<file path="src/rtl/darkram_arb_pkg.sv">
// darkram_arb_pkg: shared state encoding and constants for the darkram X-bus arbiter.
package darkram_arb_pkg;

  typedef enum logic {
    IDLE = 1'b0,
    BUSY = 1'b1
  } state_t;

  // Read data returned to the granted master when the watchdog aborts a transfer.
  localparam logic [31:0] ABORT_DATA = 32'hDEADBEEF;

  localparam int unsigned TIMEOUT_DEFAULT = 15;

endpackage

</file>
<file path="src/rtl/darkram_arb_if.sv">
// darkram_arb_if: one darkram-style data bus (request, strobes, address, data, ack).
// The master modport drives the request side; the slave modport answers with ack and read data.
interface darkram_arb_if;

  logic        DREQ;
  logic        RD;
  logic        WR;
  logic [3:0]  BE;
  logic [31:0] ADDR;
  logic [31:0] ATAI;
  logic [31:0] ATAO;
  logic        DACK;

  modport master (
    output DREQ, RD, WR, BE, ADDR, ATAI,
    input  ATAO, DACK
  );

  modport slave (
    input  DREQ, RD, WR, BE, ADDR, ATAI,
    output ATAO, DACK
  );

endinterface

</file>
<file path="src/rtl/darkram_arb_rr.sv">
// darkram_arb_rr: two-way round-robin pick. A lone requester wins; on a tie
// the priority bit names the winner. Only meaningful while the arbiter is idle.
module darkram_arb_rr (
  input  logic [1:0] req_i,
  input  logic       pri_i,
  output logic       gnt_o
);

  // Grant choice from the request pair and the priority bit
  always_comb begin
    gnt_o = pri_i;
    unique case (req_i)
      2'b01:   gnt_o = 1'b0;
      2'b10:   gnt_o = 1'b1;
      default: gnt_o = pri_i;
    endcase
  end

endmodule

</file>
<file path="src/rtl/darkram_arb.sv">
// darkram_arb: two-master round-robin arbiter for the darkram X data port.
// Master 0 is the CPU core, master 1 the loader/debug DMA.
// Optional watchdog abort enabled by defining DARKRAM_ARB_TIMEOUT_EN.
module darkram_arb
  import darkram_arb_pkg::*;
#(
  parameter int unsigned TIMEOUT = TIMEOUT_DEFAULT
) (
  input  logic                 CLK,
  input  logic                 RESN,
  darkram_arb_if.slave         M0,
  darkram_arb_if.slave         M1,
  darkram_arb_if.master        X,
  output logic                 ERR,
  output logic [3:0]           DEBUG
);

  if (TIMEOUT < 2 || TIMEOUT > 255) begin : g_bad_timeout
    $error("darkram_arb: TIMEOUT must lie in 2..255");
  end

  state_t state_q, state_d;
  logic   gnt_q, gnt_d;
  logic   pri_q, pri_d;
  logic   rr_gnt;
  logic   sel_dreq;
  logic   abort;

`ifdef DARKRAM_ARB_TIMEOUT_EN
  localparam logic [7:0] TIMEOUT_W = 8'(TIMEOUT);
  logic [7:0] wdog_q, wdog_d;
`endif

  darkram_arb_rr u_rr (
    .req_i ({M1.DREQ, M0.DREQ}),
    .pri_i (pri_q),
    .gnt_o (rr_gnt)
  );

  assign sel_dreq = gnt_q ? M1.DREQ : M0.DREQ;

  // Watchdog abort: fires in the BUSY cycle whose increment would reach TIMEOUT,
  // so with TIMEOUT=N the abort lands in the Nth BUSY cycle. A real ack wins.
`ifdef DARKRAM_ARB_TIMEOUT_EN
  always_comb begin
    abort = (state_q == BUSY) && !X.DACK && sel_dreq && ((wdog_q + 8'd1) == TIMEOUT_W);
  end
`else
  always_comb begin
    abort = 1'b0;
  end
`endif

  // State, grant, priority and watchdog registers
  always_ff @(posedge CLK or negedge RESN) begin
    if (!RESN) begin
      state_q <= IDLE;
      gnt_q   <= 1'b0;
      pri_q   <= 1'b0;
`ifdef DARKRAM_ARB_TIMEOUT_EN
      wdog_q  <= '0;
`endif
    end else begin
      state_q <= state_d;
      gnt_q   <= gnt_d;
      pri_q   <= pri_d;
`ifdef DARKRAM_ARB_TIMEOUT_EN
      wdog_q  <= wdog_d;
`endif
    end
  end

  // Next-state: grant in IDLE, release on ack/abort (priority flips) or on a dropped request (priority kept)
  always_comb begin
    state_d = state_q;
    gnt_d   = gnt_q;
    pri_d   = pri_q;
`ifdef DARKRAM_ARB_TIMEOUT_EN
    wdog_d  = wdog_q;
`endif
    unique case (state_q)
      IDLE: begin
        if (M0.DREQ || M1.DREQ) begin
          state_d = BUSY;
          gnt_d   = rr_gnt;
`ifdef DARKRAM_ARB_TIMEOUT_EN
          wdog_d  = '0;
`endif
        end
      end
      BUSY: begin
        if (X.DACK || abort) begin
          state_d = IDLE;
          pri_d   = ~gnt_q;
        end else if (!sel_dreq) begin
          state_d = IDLE;
        end else begin
`ifdef DARKRAM_ARB_TIMEOUT_EN
          wdog_d  = wdog_q + 8'd1;
`endif
        end
      end
      default: state_d = IDLE;
    endcase
  end

  // Outputs: forward the granted master to X while BUSY, route ack/data back to it only
  always_comb begin
    X.DREQ  = 1'b0;
    X.RD    = 1'b0;
    X.WR    = 1'b0;
    X.BE    = '0;
    X.ADDR  = '0;
    X.ATAI  = '0;
    M0.DACK = 1'b0;
    M0.ATAO = '0;
    M1.DACK = 1'b0;
    M1.ATAO = '0;
    ERR     = abort;
    if (state_q == BUSY) begin
      if (gnt_q) begin
        X.DREQ  = M1.DREQ;
        X.RD    = M1.RD;
        X.WR    = M1.WR;
        X.BE    = M1.BE;
        X.ADDR  = M1.ADDR;
        X.ATAI  = M1.ATAI;
        M1.DACK = X.DACK | abort;
        M1.ATAO = abort ? ABORT_DATA : X.ATAO;
      end else begin
        X.DREQ  = M0.DREQ;
        X.RD    = M0.RD;
        X.WR    = M0.WR;
        X.BE    = M0.BE;
        X.ADDR  = M0.ADDR;
        X.ATAI  = M0.ATAI;
        M0.DACK = X.DACK | abort;
        M0.ATAO = abort ? ABORT_DATA : X.ATAO;
      end
    end
    DEBUG = {state_q == BUSY, gnt_q, abort, X.DACK};
  end

endmodule

</file>
<file path="src/flat_wrapper.sv">
// flat-port wrapper written by rule: the top's interface ports become plain ports
module darkram_arb_flat import darkram_arb_pkg::*;
#(
  parameter int unsigned TIMEOUT = TIMEOUT_DEFAULT
)
  (CLK, RESN, ERR, DEBUG, M0_DREQ, M0_RD, M0_WR, M0_BE, M0_ADDR, M0_ATAI, M0_ATAO, M0_DACK, M1_DREQ, M1_RD, M1_WR, M1_BE, M1_ADDR, M1_ATAI, M1_ATAO, M1_DACK, X_DREQ, X_RD, X_WR, X_BE, X_ADDR, X_ATAI, X_ATAO, X_DACK);
  darkram_arb_if M0_i ();
  darkram_arb_if M1_i ();
  darkram_arb_if X_i ();
  input  logic CLK;
  input  logic RESN;
  output logic ERR;
  output logic [3:0] DEBUG;
  input wire logic [$bits(M0_i.DREQ)-1:0] M0_DREQ;
  input wire logic [$bits(M0_i.RD)-1:0] M0_RD;
  input wire logic [$bits(M0_i.WR)-1:0] M0_WR;
  input wire logic [$bits(M0_i.BE)-1:0] M0_BE;
  input wire logic [$bits(M0_i.ADDR)-1:0] M0_ADDR;
  input wire logic [$bits(M0_i.ATAI)-1:0] M0_ATAI;
  output wire logic [$bits(M0_i.ATAO)-1:0] M0_ATAO;
  output wire logic [$bits(M0_i.DACK)-1:0] M0_DACK;
  input wire logic [$bits(M1_i.DREQ)-1:0] M1_DREQ;
  input wire logic [$bits(M1_i.RD)-1:0] M1_RD;
  input wire logic [$bits(M1_i.WR)-1:0] M1_WR;
  input wire logic [$bits(M1_i.BE)-1:0] M1_BE;
  input wire logic [$bits(M1_i.ADDR)-1:0] M1_ADDR;
  input wire logic [$bits(M1_i.ATAI)-1:0] M1_ATAI;
  output wire logic [$bits(M1_i.ATAO)-1:0] M1_ATAO;
  output wire logic [$bits(M1_i.DACK)-1:0] M1_DACK;
  output wire logic [$bits(X_i.DREQ)-1:0] X_DREQ;
  output wire logic [$bits(X_i.RD)-1:0] X_RD;
  output wire logic [$bits(X_i.WR)-1:0] X_WR;
  output wire logic [$bits(X_i.BE)-1:0] X_BE;
  output wire logic [$bits(X_i.ADDR)-1:0] X_ADDR;
  output wire logic [$bits(X_i.ATAI)-1:0] X_ATAI;
  input wire logic [$bits(X_i.ATAO)-1:0] X_ATAO;
  input wire logic [$bits(X_i.DACK)-1:0] X_DACK;
  assign M0_i.DREQ = M0_DREQ;
  assign M0_i.RD = M0_RD;
  assign M0_i.WR = M0_WR;
  assign M0_i.BE = M0_BE;
  assign M0_i.ADDR = M0_ADDR;
  assign M0_i.ATAI = M0_ATAI;
  assign M0_ATAO = M0_i.ATAO;
  assign M0_DACK = M0_i.DACK;
  assign M1_i.DREQ = M1_DREQ;
  assign M1_i.RD = M1_RD;
  assign M1_i.WR = M1_WR;
  assign M1_i.BE = M1_BE;
  assign M1_i.ADDR = M1_ADDR;
  assign M1_i.ATAI = M1_ATAI;
  assign M1_ATAO = M1_i.ATAO;
  assign M1_DACK = M1_i.DACK;
  assign X_DREQ = X_i.DREQ;
  assign X_RD = X_i.RD;
  assign X_WR = X_i.WR;
  assign X_BE = X_i.BE;
  assign X_ADDR = X_i.ADDR;
  assign X_ATAI = X_i.ATAI;
  assign X_i.ATAO = X_ATAO;
  assign X_i.DACK = X_DACK;
  darkram_arb #(.TIMEOUT(TIMEOUT)) u_core (.CLK(CLK), .RESN(RESN), .M0(M0_i), .M1(M1_i), .X(X_i), .ERR(ERR), .DEBUG(DEBUG));
endmodule
</file>
<file path="config.mk">
export PLATFORM = sky130hd
export DESIGN_NAME = darkram_arb_flat
export DESIGN_NICKNAME = d
export VERILOG_FILES = /design/src/rtl/darkram_arb_pkg.sv /design/src/rtl/darkram_arb_if.sv /design/src/rtl/darkram_arb_rr.sv /design/src/rtl/darkram_arb.sv /design/src/flat_wrapper.sv
export SDC_FILE = /design/constraint.sdc
export NUM_CORES = 1
export LEC_CHECK = 0
export BUFFER_PORTS_ARGS = -buffer_cell sky130_fd_sc_hd__buf_2
export CAP_MARGIN = 20
export CORE_AREA = 2 2 124 126
export DETAILED_ROUTE_END_ITERATION = 12
export DIE_AREA = 0 0 126 128
export PLACE_DENSITY = 0.52
export SLEW_MARGIN = 0
export SYNTH_ARGS = -nofsm -noshare
export SYNTH_HDL_FRONTEND = slang
export SYNTH_SLANG_ARGS = --single-unit
export TNS_END_PERCENT = 100
</file>
<file path="constraint.sdc">
create_clock -name CLK -period 1.89 [get_ports CLK]
set_input_delay 0.0945 -clock CLK [delete_from_list [all_inputs] [get_ports CLK]]
set_output_delay 0.0945 -clock CLK [all_outputs]
set_load 0.02 [all_outputs]
</file>
==> run summary, run 1 <==
fin crit period = 1.56 ns
R2R Setup Slk = 0.63 ns
Power Internal = 0.00194 W
Top FF cell, synth = dfrtp_1
gr usage total = 9.03%
outcome = complete, no violations
peak supply drop = 0.000637 V
Layout Utilization = 25.1%
final period utilization = 82.6%
Final HPWL DP = 7230 µm
met1 WL = 3270 µm
diode count = 0
Die Width = 126 µm
Routability Congestion = 0.704
hold-fix buffers at CTS = 1
sequential share of the synthesized area = 3.74%
Iteration-0 DRC Markers = 74
R2R Path End = u_core.state_q$_DFF_PN0_
count of flip-flops with a built-in enable after synthesis = 0
initial antenna violation count = 0
I/O Pins = 319
nets@finish = 732
H-tree levels = 1
Rows = 45
DR WL/cell = 11.5 µm
Cell Area, Synth = 2010 µm²
syn avg cell area = 7.81 µm²
fin. max-slew vios = 0
Root Driver = clkbuf_16
CTS max path bufs = 2
final antenna-violating net count = 0
DRC = 0
final setup fails = 0
Reg-to-Reg Start = u_core.gnt_q$_DFFE_PN0P_
Sink Count = 3
Buffers on Ports = 316
Distinct cells, synth = 23
clock latency on the worst-skew pair = 0.22 ns
RSZ-0062 raised after global routing = false
Fin. Hold Viols = 0
core area = 14900 µm²
non-filler cells, final = 740
CTS tree = done
sequential power share = 3.3%
post-CTS setup buffers = 0
CP startpoint = u_core.gnt_q$_DFFE_PN0P_
Initial Util = 13.5%
Comb power frac = 89.0%
flop and latch count out of synthesis = 3
worst r2r path cells = 3
Worst Hold Class = primary input to register
Clock Power Share = 7.7%
PwrDens = 1160 nW/µm²
Pre-Repair DR Iteration Count = 4
Syn Inst Count = 257
sw frac = 54.9%
first-pass GRT wire length = 12200 µm
overall power = 0.00431 W
Switching Power = 0.00237 W
Required @ worst endpoint = 1.80 ns
number of cells in the design after placement = 735
synth warn = 0
WS Path Type = register to output port
Resize count post-CTS = 0
WP data arrival = 1.47 ns
Detailed Route WL = 8500 µm
layout cells sized above 1 = 59.2%
largest net degree at the start of global routing = 68
DR vias/cell = 3.82
Die ar. = 16100 µm²
Layout area overhead = 85.7%
vias in the first global route = 2570
async set-reset flop share out of synthesis = 100%
WL met2 = 4350 µm
crit-path max FO = 54
grt ovf = 0
Die H = 128 µm
Max Fclk = 0.641 GHz
Vias = 2828
wire length on met3 = 815 µm
max_cap viols = 0
Final TNS setup = 0 ns
Max Clock Skew = 0.000475 ns
Critical Path Sink = X_DREQ
startpoint types = register
top routing layer used = met4
Num CTS Buffers = 3
Clock transition at path regs = 0.03 ns
CP Capture Type = output port
Lkg Pwr = 2.30 nW
[layout by cell type (no fill, tap or decap)]
cell / netlist / final
a22o_1: 1 / 1
and2_1: 31 / 31
and3_1: 33 / 33
buf_12: 1 / 3
buf_2: 1 / 316
buf_4: 6 / 2
clkbuf_1: 10 / 1
clkbuf_16: 0 / 3
conb_1: 1 / 2
dfrtp_1: 3 / 1
dfrtp_2: 0 / 1
dfrtp_4: 0 / 1
dlygate4sd3_1: 0 / 1
ha_1: 2 / 2
inv_1: 2 / 2
mux2i_1: 72 / 72
nand2_1: 2 / 2
nand2b_1: 1 / 1
nor2_1: 2 / 2
nor2b_1: 71 / 71
nor2b_4: 1 / 1
o21ai_0: 1 / 1
o22ai_1: 1 / 1
o31ai_1: 1 / 1
[cells in the mapped netlist, types with 2 or more instances]
cell | count | area share (%)
nor2_1 | 2 | 0.37
mux2i_1 | 72 | 36
clkbuf_1 | 10 | 1.9
inv_1 | 2 | 0.37
clkbuf_2 | 3 | 0.75
dfrtp_1 | 3 | 3.7
buf_8 | 6 | 4.5
ha_1 | 2 | 1.2
and3_1 | 33 | 10
and2_1 | 31 | 9.7
nor2b_1 | 71 | 22
buf_6 | 5 | 2.8
buf_4 | 6 | 2.2
nand2_1 | 2 | 0.37
[per-layer routing]
metal	vias up	GRT usage (%)
met2	167	17.0
met3	4	1.67
met5	-	0
li1	1445	-
met4	0	2.46
met1	1212	10.5
[sequential cells by signal (all words and copies together) (netlist names)]
| signal | flops |
|---|---|
| u_core.gnt_q | 1 |
| u_core.pri_q | 1 |
| u_core.state_q | 1 |
[cells by family after synthesis]
logic type / count (synthesis) / share of synthesized area (%)
AND/OR/NAND/NOR: 141 / 43.8
multiplexers: 72 / 35.9
buffers and inverters: 34 / 13.8
AO/OA/AOI/OAI: 4 / 1.37
flip-flops: 3 / 3.74
adder cells (fa/ha/maj): 2 / 1.25
other: 1 / 0.187
[how the worst min path moves through the flow]
| stage | from | slack [ns] | depth (start not counted) | endpoint |
|---|---|---|---|---|
| after floorplan | RESN | -0.20 | 0 | u_core.gnt_q$_DFFE_PN0P_ |
| after global placement | RESN | -0.1 | 1 | u_core.pri_q$_DFFE_PN0P_ |
| after detailed placement | RESN | -0.10 | 1 | u_core.pri_q$_DFFE_PN0P_ |
| after CTS | X_DACK | 0.15 | 2 | u_core.pri_q$_DFFE_PN0P_ |
| after global routing | X_DACK | 0.18 | 2 | u_core.pri_q$_DFFE_PN0P_ |
| final | X_DACK | 0.15 | 2 | u_core.pri_q$_DFFE_PN0P_ |
[power groups by stage]
stage                     Clock, W  Sequential [W]  Combinational, W
after global placement           0        0.000143           0.00389
after CTS                 0.000340        0.000143           0.00389
after detailed placement         0        0.000143           0.00388
after floorplan                  0        0.000109           0.00298
final                     0.000332        0.000141           0.00384
after global routing      0.000349        0.000147           0.00412
[worst max-delay path, stage by stage, from the launching register on]
cell,delay [ns]
dfrtp_4,0.45
buf_12,0.27
mux2i_1,0.29
nor2b_1,0.07
buf_2,0.16
[per-stage QoR]
| step | setup slack [ns] | cell area (µm²) | hold WS (ns) |
|---|---|---|---|
| 3_3_place_gp | 0.553 | 3640 | -0.0999 |
| 6_report | 0.330 | 3730 | 0.152 |
| 5_1_grt | 0.211 | 3730 | 0.176 |
| 3_5_place_dp | 0.517 | 3640 | -0.103 |
| 4_1_cts | 0.282 | 3730 | 0.151 |
| 2_1_floorplan | 0.674 | 2010 | -0.201 |
[layout make-up]
cell class | instances | area (µm²)
multi-input cells | 221 | 1660
inverters | 2 | 7.51
flip-flops and latches | 3 | 80.1
clock buffers | 4 | 78.8
repair buffers | 322 | 1670
well taps | 188 | 235
fillers | 1666 | 11100
(Power assumes the default switching activity.)
==> run 2: changes to the inputs <==
--- a/config.mk
+++ b/config.mk
@@ -5,12 +5,13 @@
 export SDC_FILE = /design/constraint.sdc
 export NUM_CORES = 1
 export LEC_CHECK = 0
+export ABC_AREA = 1
 export BUFFER_PORTS_ARGS = -buffer_cell sky130_fd_sc_hd__buf_2
 export CAP_MARGIN = 20
-export CORE_AREA = 2 2 124 126
+export CORE_AREA = 2 2 123 125
 export DETAILED_ROUTE_END_ITERATION = 12
-export DIE_AREA = 0 0 126 128
-export PLACE_DENSITY = 0.52
+export DIE_AREA = 0 0 125 127
+export PLACE_DENSITY = 0.51
 export SLEW_MARGIN = 0
 export SYNTH_ARGS = -nofsm -noshare
 export SYNTH_HDL_FRONTEND = slang
==> constraint.sdc (replaced) <==
create_clock -name CLK -period 1.3 [get_ports CLK]
set_input_delay 0.065 -clock CLK [delete_from_list [all_inputs] [get_ports CLK]]
set_output_delay 0.065 -clock CLK [all_outputs]
set_load 0.02 [all_outputs]
==> run 2 against run 1 <==
Against the previous run: setup slack got worse by 0.53 ns; first-iteration DRC count increased by 61%; design area increased by 33%; the flow now finishes with violations (negative setup slack); die area decreased by 1.6%; area after synthesis decreased by 19%.
==> run summary, run 2 <==
Pre-Repair DR Iteration Count = 4 (unchanged)
final setup fails = 136 (+136)
vias in the first global route = 3322 (+29%)
Synth area leader = nand2_1
fin crit period = 1.50 ns
startpoint types = register
Post-Synth Simple-Gate Area = 50.8% (+7.0 points)
Initial Util = 11.3% (-2.2 points)
Num CTS Buffers = 3 (unchanged)
Yosys top cell area share = 34.8% (-1.1 points)
Buffers on Ports = 316 (unchanged)
first-pass GRT wire length = 15800 µm (+30%)
largest net degree at the start of global routing = 38 (-44%)
R2R Path End = u_core.gnt_q$_DFFE_PN0P_
failing checks = negative setup slack
Die ar. = 15900 µm² (-1.6%)
worst r2r path cells = 6 (+3)
Root Driver = clkbuf_16
area occupied by multi-input gates = 1730 µm² (+4.4%)
pre-CTS WS = 0.0279 ns (-0.489 ns)
grt ovf = 0 (unchanged)
Sink Count = 3 (unchanged)
register area = 77.6 µm² (-3.1%)
synth top area cells = nand2_1, a21oi_1, nor2_1, inv_1, buf_4
final period utilization = 115%
layout cells sized above 1 = 67.8% (+8.6 points)
final antenna-violating net count = 0 (unchanged)
top-count cell post-synth = nand2_1
CP top delay family = buffers and inverters
most common cell after layout, fill and taps aside = buf_2
Cell Area, Synth = 1630 µm² (-19%)
non-filler cells, final = 883 (+19%)
gr usage total = 11.9% (+2.9 points)
CP startpoint = u_core.gnt_q$_DFFE_PN0P_
diode count = 0 (unchanged)
slowest stage cell, crit path = dfrtp_2
crit-path max FO = 8 (-85%)
commonest cells after routing, fill and taps aside = buf_2, nand2_1, buf_4
number of cells in the design after placement = 862 (+17%)
cell count along the critical path = 6 (+2)
outcome = finished with violations
max_cap viols = 0 (unchanged)
DR vias/cell = 4.04 (+5.8%)
Lkg Pwr = 2.71 nW (+18%)
CP max stage delay = 0.43 ns (-0.02 ns)
I/O Pins = 319 (unchanged)
Detailed Route WL = 11500 µm (+35%)
peak supply drop = 0.000768 V (+21%)
adder-cell area share of the yosys netlist = 1.54% (+0.29 points)
Fin. Hold Viols = 0 (unchanged)
xor and xnor area share after synthesis = 0% (unchanged)
WS Path Type = register to output port
RSZ-0062 raised after global routing = true
Fillers = 1545 (-7.3%)
Max Fclk = 0.667 GHz
core area = 14400 µm² (-3.0%)
Required @ worst endpoint = 1.24 ns (-0.56 ns)
Iteration-0 DRC Markers = 119 (+61%)
Die Width = 125 µm (-0.79%)
flop and latch count out of synthesis = 3 (unchanged)
PwrDens = 2060 nW/µm² (+79%)
DR WL/cell = 13.0 µm (+14%)
Die H = 127 µm (-0.78%)
clock latency on the worst-skew pair = 0.23 ns (about the same)
largest family of logic cells by synthesized area = simple AND/OR/NAND/NOR gates
syn avg cell area = 4.39 µm² (-44%)
CP Cell Sequence = clkinv_4, buf_12, clkbuf_16, nand2_1, a21oi_1, buf_4
Layout area overhead = 205%
Synth top cells by count = nand2_1, a21oi_1, nor2_1
initial antenna violation count = 0 (unchanged)
Critical Path Sink = X_ADDR[5]
Final HPWL DP = 7670 µm (+6.0%)
Top FF cell, synth = dfrtp_1
post-synthesis mux area share = 0% (-36 points)
worst path bufs/invs = 4 (+2)
Vias = 3570 (+26%)
count of flip-flops with a built-in enable after synthesis = 0 (unchanged)
sequential share of the synthesized area = 4.61% (+0.87 points)
nets@finish = 879 (+20%)
WP data arrival = 1.43 ns (-0.04 ns)
CTS max path bufs = 2 (unchanged)
fin. max-slew vios = 0 (unchanged)
async set-reset flop share out of synthesis = 100% (unchanged)
Reg-to-Reg Start = u_core.state_q$_DFF_PN0_
R2R Setup Slk = 0.14 ns (-0.49 ns)
Max Clock Skew = 0.00435 ns (+0.00388 ns)
CTS tree = done
Largest regs = u_core.gnt_q: 1 flops, u_core.pri_q: 1 flops, u_core.state_q: 1 flops
Clock transition at path regs = 0.03 ns (about the same)
synth warn = 0 (unchanged)
Distinct cells, synth = 13 (-43%)
worst setup margin = -0.199 ns (-0.528 ns)
Syn Inst Count = 371 (+44%)
Rows = 44 (-2.2%)
Synth Area in Compound Gates = 22.4% (+21 points)
Worst Hold Class = primary input to async pin
DRC = 0 (unchanged)
CP Capture Type = output port
H-tree levels = 1 (unchanged)
Routability Congestion = 0.737 (+4.7%)
[run 2: repair_timing]
| item | CTS | global route |
|---|---|---|
| cloned | 5 | 2 |
| gates resized for setup | 238 | 127 |
| hold buffers | 1 | 0 |
| endpoints found under the hold margin | 3 | 0 |
| setup endpoints to repair | 136 | 138 |
| setup buffers | 7 | 5 |
| pin swaps | 17 | 21 |
[run 2: cell families (layout without fill, tap and decap cells)]
kind of cell	after synthesis	after routing
AO/OA/AOI/OAI	73	73
adder cells (fa/ha/maj)	2	2
buffers and inverters	72	399
flip-flops	3	3
other	1	2
AND/OR/NAND/NOR	220	220
[run 2: worst reg2reg max path: cells and delay by family (launching register included)]
family,cells,cell delay [ns]
DFF,1,0.42
AOI/OAI and AO/OA,1,0.08
and+or+nand+nor,2,0.19
buffers and inverters,3,0.34
[run 2: layout make-up]
class / instances / share of cell area (%)
clock buffer: 4 / 1.59
timing repair buffer: 356 / 54.2
multi-input combinational: 297 / 35.0
inverter: 39 / 3.05
sequential: 3 / 1.56
tap: 184 / 4.64
[run 2: how the worst min path moves through the flow]
stage	startpoint	endpoint	slack, ns	depth (start not counted)
2_1_floorplan	RESN	u_core.gnt_q$_DFFE_PN0P_	-0.23	0
3_3_place_gp	RESN	u_core.pri_q$_DFFE_PN0P_	-0.13	1
3_5_place_dp	RESN	u_core.pri_q$_DFFE_PN0P_	-0.13	1
4_1_cts	RESN	u_core.pri_q$_DFFE_PN0P_	0.18	2
5_1_grt	RESN	u_core.pri_q$_DFFE_PN0P_	0.19	2
6_report	RESN	u_core.pri_q$_DFFE_PN0P_	0.17	2
[run 2: metal layers]
metal  up-vias  wire length [µm]  track usage [%]
li1       1778                 -                -
met1      1584              4080             12.4
met2       197              6460             25.1
met3        11               873             1.68
met4         0               104             2.22
met5         -                 0                0
[run 2: stage by stage]
step	hold WS [ns]	power, W	TNS (ns)	util, %	area (µm²)
after global placement	-0.127	0.00665	0	24.3	3510
after floorplan	-0.231	0.00416	0	-	1630
final	0.173	0.0102	-15.26	34.4	4960
after detailed placement	-0.128	0.00661	0	24.3	3510
after global routing	0.194	0.0109	-23.64	34.4	4960
after CTS	0.183	0.00940	-16.55	31.2	4500
[run 2: power breakdown]
part / total, W / leakage [nW] / switching [W] / internal, W
clock: 0.000498 / 0.0382 / 0.0000923 / 0.000406
sequential: 0.000197 / 0.0340 / 0.0000543 / 0.000143
combinational: 0.00954 / 2.63 / 0.00527 / 0.00427
total: 0.0102 / 2.71 / 0.00542 / 0.00482
==> run 3: changes to the inputs <==
--- a/config.mk
+++ b/config.mk
@@ -11,7 +11,7 @@
 export CORE_AREA = 2 2 123 125
 export DETAILED_ROUTE_END_ITERATION = 12
 export DIE_AREA = 0 0 125 127
-export PLACE_DENSITY = 0.51
+export PLACE_DENSITY = 0.49
 export SLEW_MARGIN = 0
 export SYNTH_ARGS = -nofsm -noshare
 export SYNTH_HDL_FRONTEND = slang
==> constraint.sdc (replaced) <==
create_clock -name CLK -period 1.4 [get_ports CLK]
set_input_delay 0.07 -clock CLK [delete_from_list [all_inputs] [get_ports CLK]]
set_output_delay 0.07 -clock CLK [all_outputs]
set_load 0.02 [all_outputs]
==> run 3 against run 2 <==
Against the previous run: the flow still finishes with violations (negative setup slack); routed wire length grew 14%; global-route usage is 0.19 points lower; setup slack better by 0.12 ns; clock skew shrank 0.0027 ns; die area is the same; via count up 3.1%.
==> run summary, run 3 (synthesis gave the netlist of run 2 again) <==
outcome = finished with violations
failing checks = negative setup slack
first-pass GRT wire length = 15400 µm (-2.4%)
grt ovf = 0 (unchanged)
Fin. Hold Viols = 0 (unchanged)
startpoint types = register
CTS max path bufs = 2 (unchanged)
max_cap viols = 0 (unchanged)
Die Width = 125 µm (unchanged)
most common cell after layout, fill and taps aside = buf_2
Max Clock Skew = 0.00170 ns (-0.00266 ns)
Rows = 44 (unchanged)
WP data arrival = 1.41 ns (-0.02 ns)
DRC = 0 (unchanged)
largest net degree at the start of global routing = 40 (+5.3%)
final period utilization = 106%
Num CTS Buffers = 3 (unchanged)
Fillers = 1561 (+1.0%)
DR WL/cell = 14.8 µm (+14%)
Worst Hold Class = primary input to async pin
RSZ-0062 raised after global routing = true
fin crit period = 1.48 ns
PwrDens = 2030 nW/µm² (-1.7%)
diode count = 0 (unchanged)
CTS tree = done
vias in the first global route = 3233 (-2.7%)
Lkg Pwr = 2.75 nW (+1.6%)
final setup fails = 131 (-3.7%)
Sink Count = 3 (unchanged)
Final HPWL DP = 8040 µm (+4.9%)
Buffers on Ports = 316 (unchanged)
Die ar. = 15900 µm² (unchanged)
crit-path max FO = 8 (unchanged)
H-tree levels = 1 (unchanged)
I/O Pins = 319 (unchanged)
Layout area overhead = 201%
Pre-Repair DR Iteration Count = 4 (unchanged)
WS Path Type = register to output port
core area = 14400 µm² (unchanged)
Die H = 127 µm (unchanged)
peak supply drop = 0.00104 V (+35%)
clock latency on the worst-skew pair = 0.22 ns (about the same)
Root Driver = clkbuf_16
Vias = 3679 (+3.1%)
Detailed Route WL = 13100 µm (+14%)
nets@finish = 879 (unchanged)
worst setup margin = -0.0815 ns (+0.117 ns)
Largest regs = u_core.gnt_q: 1 flops, u_core.pri_q: 1 flops, u_core.state_q: 1 flops
commonest cells after routing, fill and taps aside = buf_2, nand2_1, buf_4
Routability Congestion = 0.799 (+8.5%)
Worst Hold Margin = 0.180 ns (+0.00659 ns)
Max Fclk = 0.675 GHz
DR vias/cell = 4.17 (+3.1%)
Layout Utilization = 33.9% (-0.48 points)
initial antenna violation count = 0 (unchanged)
CP Capture Type = output port
Required @ worst endpoint = 1.33 ns (+0.09 ns)
Initial Util = 11.3% (unchanged)
Clock transition at path regs = 0.03 ns (about the same)
fin. max-slew vios = 0 (unchanged)
gr usage total = 11.7% (-0.19 points)
final antenna-violating net count = 0 (unchanged)
Iteration-0 DRC Markers = 112 (-5.9%)
layout cells sized above 1 = 63.7% (-4.1 points)
[run 3: layer usage]
layer,GRT usage [%],share of wire (%)
met4,1.18,1.1
met1,12.1,37
met3,1.63,7.5
met2,25.3,54
met5,0,0
[run 3: worst max-delay path, cell delays in order (launching register included)]
cell and delay, ns:
dfrtp_2 0.36, buf_12 0.15, buf_12 0.16, clkbuf_16 0.18
nand2_2 0.06, a21oi_2 0.13, buf_4 0.15
[run 3: path summary, 6_finish.rpt]
check                                              start                  endpoint  slack, ns  depth (start not counted)
worst max register to register  u_core.gnt_q$_DFFE_PN0P_  u_core.state_q$_DFF_PN0_       0.20                          7
min in group CLK                                  X_DACK  u_core.state_q$_DFF_PN0_       0.19                          4
max in group asynchronous                           RESN  u_core.gnt_q$_DFFE_PN0P_       1.10                          2
worst min register to register  u_core.pri_q$_DFFE_PN0P_  u_core.pri_q$_DFFE_PN0P_       0.50                          2
worst min-delay path                                RESN  u_core.pri_q$_DFFE_PN0P_       0.18                          2
worst max-delay path            u_core.gnt_q$_DFFE_PN0P_                X_ATAI[12]      -0.08                          6
[run 3: power by group]
part	internal, W	switching, W
registers	0.000133	0.0000398
clock network	0.000376	0.0000749
logic	0.00426	0.00505
[run 3: layout make-up]
cell class | count | area, µm² | share of cell area (%)
repair buffers | 356 | 2800 | 57.1
multi-input cells | 297 | 1540 | 31.4
well taps | 184 | 230 | 4.71
inverters | 39 | 175 | 3.58
clock buffers | 4 | 78.8 | 1.61
flip-flops and latches | 3 | 77.6 | 1.59
[run 3: per-stage QoR]
step / area, µm² / setup slack (ns) / total power, W / cells / TNS [ns]
final: 4890 / -0.0815 / 0.00993 / 883 / -5.57
after global routing: 4890 / -0.154 / 0.0105 / 883 / -12.43
after CTS: 3970 / -0.102 / 0.00754 / 860 / -7.01
after detailed placement: 3430 / 0.0713 / 0.00595 / 849 / 0
after global placement: 3430 / 0.108 / 0.00603 / 849 / 0
after floorplan: 1630 / 0.215 / 0.00386 / 372 / 0
[run 3: timing repair]
item                                    CTS  global route
gates resized for setup                 132           149
endpoints found under the setup margin  107           137
buffers inserted                          3             5
hold buffers                              1             0
pin swaps                                 0            22
cloned                                    3            18
endpoints found under the hold margin     3             0
